File: src/rtl/expr_parser.sv
// expr_parser: streaming syntax checker for simple arithmetic expressions.
// Accepts one ASCII character per valid cycle and tracks whether the text
// seen so far forms a complete, balanced, legal expression. Numbers are
// bounded in length, parentheses are bounded in nesting, and any illegal
// sequence latches a sticky error until the next clear.
module expr_parser #(
   parameter int MAX_DEPTH   = 4,
   parameter int MAX_DIGITS  = 3,
   parameter int ALLOW_SPACE = 1
) (
   input  logic       clk,
   input  logic       clr,
   input  logic       in_valid,
   input  logic [7:0] in,
   output logic       out,
   output logic       err,
   output logic [3:0] depth
);

   typedef enum logic [1:0] {
      EXPECT = 2'd0,
      NUM    = 2'd1,
      CLOSE  = 2'd2,
      ERR    = 2'd3
   } state_t;

   localparam logic [3:0] maxDepth  = 4'(MAX_DEPTH);
   localparam logic [3:0] maxDigits = 4'(MAX_DIGITS);
   localparam bit         spaceOk   = (ALLOW_SPACE != 0);

   state_t     state;
   logic [3:0] dcnt;

   logic isDigit;
   logic isOp;
   logic isOpen;
   logic isClose;
   logic isSpace;

   // Classify the incoming character; space only counts as a separator when enabled.
   always_comb begin
      isDigit = (in >= 8'h30) && (in <= 8'h39);
      isOp    = (in == 8'h2B) || (in == 8'h2D) || (in == 8'h2A) || (in == 8'h2F);
      isOpen  = (in == 8'h28);
      isClose = (in == 8'h29);
      isSpace = spaceOk && (in == 8'h20);
   end

   // Parser FSM with digit and nesting counters; counters freeze once in ERR.
   always_ff @(posedge clk) begin
      if (clr) begin
         state <= EXPECT;
         dcnt  <= 4'd0;
         depth <= 4'd0;
      end else if (in_valid) begin
         case (state)
            EXPECT: begin
               if (isDigit) begin
                  state <= NUM;
                  dcnt  <= 4'd1;
               end else if (isOpen) begin
                  if (depth < maxDepth) depth <= depth + 4'd1;
                  else                  state <= ERR;
               end else if (!isSpace) begin
                  state <= ERR;
               end
            end
            NUM: begin
               if (isDigit) begin
                  if (dcnt < maxDigits) dcnt  <= dcnt + 4'd1;
                  else                  state <= ERR;
               end else if (isOp) begin
                  state <= EXPECT;
               end else if (isClose) begin
                  if (depth != 4'd0) begin
                     depth <= depth - 4'd1;
                     state <= CLOSE;
                  end else begin
                     state <= ERR;
                  end
               end else if (isSpace) begin
                  state <= CLOSE;
               end else begin
                  state <= ERR;
               end
            end
            CLOSE: begin
               if (isOp) begin
                  state <= EXPECT;
               end else if (isClose) begin
                  if (depth != 4'd0) depth <= depth - 4'd1;
                  else               state <= ERR;
               end else if (!isSpace) begin
                  state <= ERR;
               end
            end
            ERR: begin
               state <= ERR;
            end
            default: begin
               state <= ERR;
            end
         endcase
      end
   end

   // Status outputs decoded purely from the state and depth registers.
   always_comb begin
      err = (state == ERR);
      out = ((state == NUM) || (state == CLOSE)) && (depth == 4'd0);
   end

endmodule

File: config.mk
export PLATFORM = sky130hd
export DESIGN_NAME = expr_parser
export DESIGN_NICKNAME = d
export VERILOG_FILES = /design/src/rtl/expr_parser.sv
export SDC_FILE = /design/constraint.sdc
export NUM_CORES = 1
export LEC_CHECK = 0
export ABC_AREA = 1
export CAP_MARGIN = 20
export CORE_MARGIN = 3
export CORE_UTILIZATION = 35
export DETAILED_ROUTE_END_ITERATION = 8
export DONT_BUFFER_PORTS = 1
export MAX_ROUTING_LAYER = met4
export SETUP_SLACK_MARGIN = 0.3
export SLEW_MARGIN = 30
export SYNTH_ARGS = -nofsm -noshare
export SYNTH_HDL_FRONTEND = slang
export SYNTH_SLANG_ARGS = --single-unit
File: constraint.sdc
create_clock -name clk -period 3.3 [get_ports clk]
set_clock_uncertainty 0.2 [all_clocks]
set_input_delay 0.66 -clock clk [delete_from_list [all_inputs] [get_ports clk]]
set_output_delay 0.66 -clock clk [all_outputs]
set_load 0.01 [all_outputs]
==> impl_metrics.toml <==
[yosys]
yosysWarnings = 0
ys_seq_area_share_pct = 22.5
syn_area_um2 = 890
synth.net_count = 166
syn_avg_cell_area_um2 = 6.09
synth-seq-cells = 10
ys_types = 22
synth_cells = 146

[clocking]
clk_latency_ns = 0.26
postCtsSetupBuffers = 0
cts_buffers = 3
cts_max_level = 1
cts.repair.resized = 0
hold_buffers = 0
clockBufferDepth = 2
cts.sinks = 10
cts_tree = "yes"
cts_root_buf = "clkbuf_4"
clk_pin_slew_ns = 0.06

[finish]
drive_above_1_share_pct = 11.4
final_nets = 171
antenna_cells = 0
syn_to_final_growth_pct = 6.47

[die]
ioPinCount = 17
die_area_mm2 = 0.00318
core_region_area_mm2 = 0.00232
dieWidth_um = 56.4
num_rows = 17
die_y_um = 56.4
start_util_pct = 38.4

[grt]
grt_max_degree = 9
antenna_found_initial = 0
grt_overflow = 0
grt_use_total_pct = 13.5
grt_pass1_wl_mm = 3.46
grt_pass1_vias = 811

[worst_hold_path]
hold_class = "flip-flop to flip-flop"
whs_path_depth = 2
hold_path_end = "dcnt[2]"
hold_path_startpoint = "dcnt[2]"

[detailed_routing]
drtAntennaViolNets = 0
wl_per_cell_um = 10.4
drt_pass1_iterations = 6
initialDrtViolationCount = 30
vias_per_cell = 4.77
vias = 844
drc = 0
routed_wl_mm = 1.85

[critical_path]
cp-end-kind = "primary output"
crit_type = "flip-flop to primary output"
crit_fanout = 7
cp_cell_sequence = "inv_1 > ha_1 > inv_1 > nor2_1"
path_delay_family = "adder cells"
start_kind = "flip-flop"
cpMaxStageDelayCell = "ha_1"
r2r_start = "state[0]"
cp.arrival_ns = 1.51
path_buf_inv = 2
critPathMostFrequentCell = "inv_1"
worst_r2r_endpoint = "depth[3]"
reg2reg_slack_ns = 1.11
required_ns = 2.44
reg2regPathDepth = 11
crit_path_max_incr_delay_ns = 0.44

[sta]
finalCritPeriodShare_pct = 71.8
timing.slew.headroom_pct = 71.0
tightest_slew_ns = 0.432
finalCriticalPeriod_ns = 2.37
rsz0062_at_grt = "no"
hold_viol = 0
layout_setup_ws_ns = 0.931
clock.fmax_mhz = 422
setup_viol = 0
setup-tns-final_ns = 0
drv_slew = 0

[power_and_ir_drop]
seqPwrFrac_pct = 41.7
power_report.internal_total_uw = 211
p_leak_nw = 0.484
p_clk_share_pct = 25.0
ir_worst_vdd_v = 0.000224
pwr-share-comb_pct = 33.3
p_sw_uw = 125
p_per_area_mw_per_mm2 = 355
p_sw_share_pct = 37.2

[run_status]
outcome = "finished, final reports clean"

[placement]
dp_hpwl_mm = 1.53
portBuffers = 0
dp_slack_ns = 1.10
place.gp.congestion = 0.776

[flow_run]
cap_violations = 0
tightest hold or removal path, cell delays in order, from the launching register on:
cell and delay (ns):
dfxtp_1 0.31, nand2_1 0.06, nor2_1 0.04
cells in the mapped netlist, drive strengths merged:
| master | n | area [um2] |
|---|---|---|
| dfxtp | 10 | 200 |
| clkinv | 2 | 8.75 |
| inv | 22 | 82.6 |
| fa | 1 | 20.0 |
| nor2 | 32 | 143 |
| nor3 | 1 | 5.00 |
| o21ai | 3 | 18.8 |
| xor2 | 2 | 17.5 |
| ha | 8 | 100 |
| nand4 | 3 | 18.8 |
| o211ai | 1 | 7.51 |
| nand3 | 13 | 70.1 |
| a21oi | 7 | 38.8 |
| nand2 | 41 | 159 |
power groups by stage:
stage	clock, mW	sequential (mW)	combinational, mW
floorplan	0	0.140	0.0941
finish	0.0842	0.140	0.112
detailed placement	0	0.143	0.112
CTS	0.0883	0.141	0.113
global placement	0	0.143	0.111
global route	0.0948	0.142	0.132
worst max path at each step:
stage             start        to  slack, ns  cells past startpoint
2_1_floorplan  state[0]  depth[3]       1.26                     10
3_3_place_gp   state[0]  depth[3]       1.19                     10
3_5_place_dp   state[0]  depth[3]       1.10                     10
4_1_cts        state[0]       out       0.90                      4
5_1_grt        state[0]       out       0.83                      4
6_report       state[0]       out       0.93                      4
kinds of logic (layout without fill, tap and decap cells):
logic type / after synthesis / after routing / synth area share [%]
buf+inv: 24 / 27 / 10.3
fa+ha+maj: 9 / 9 / 13.5
flops: 10 / 10 / 22.5
compound gates: 11 / 11 / 7.31
simple gates: 90 / 90 / 44.4
xor+xnor: 2 / 2 / 1.97
flip-flops by register name (all words and copies together) (netlist names):
signal	flops
dcnt	4
state	2
depth	4
metrics by stage:
stage                     hold WS (ns)  power [mW]  util (%)  cell area, um2  instances
after floorplan                  0.218       0.234         -             890        146
after global placement           0.230       0.254      39.9             925        174
after detailed placement         0.235       0.255      39.9             925        174
after CTS                        0.247       0.342      40.9             947        177
after global routing             0.243       0.368      40.9             947        177
final                            0.246       0.337      40.9             947        177
cells in the final DEF, fill, tap and decap left out, types with 2 or more instances in the layout:
cell,n
a21oi_1,6
clkbuf_4,3
dfxtp_1,10
ha_1,8
inv_1,21
nand2_1,39
nand2_2,2
nand3_1,12
nand4_1,3
nor2_1,25
nor2_2,6
o21ai_0,2
xor2_1,2
per-layer routing:
layer  GRT usage (%)  vias up  part of all wire [%]
li1                -      460                     -
met1            17.2      369                    50
met2            21.4       13                    45
met3            1.84        2                   4.0
met4            6.10        0                   1.1
met5               -        -                     0
layout make-up:
class	count	area, um2
fillers	270	1370
multi-input cells	112	598
flip-flops and latches	10	200
inverters	24	91.3
well taps	28	35.0
clock buffers	3	22.5
No activity file was read; power rests on OpenSTA's default activity.
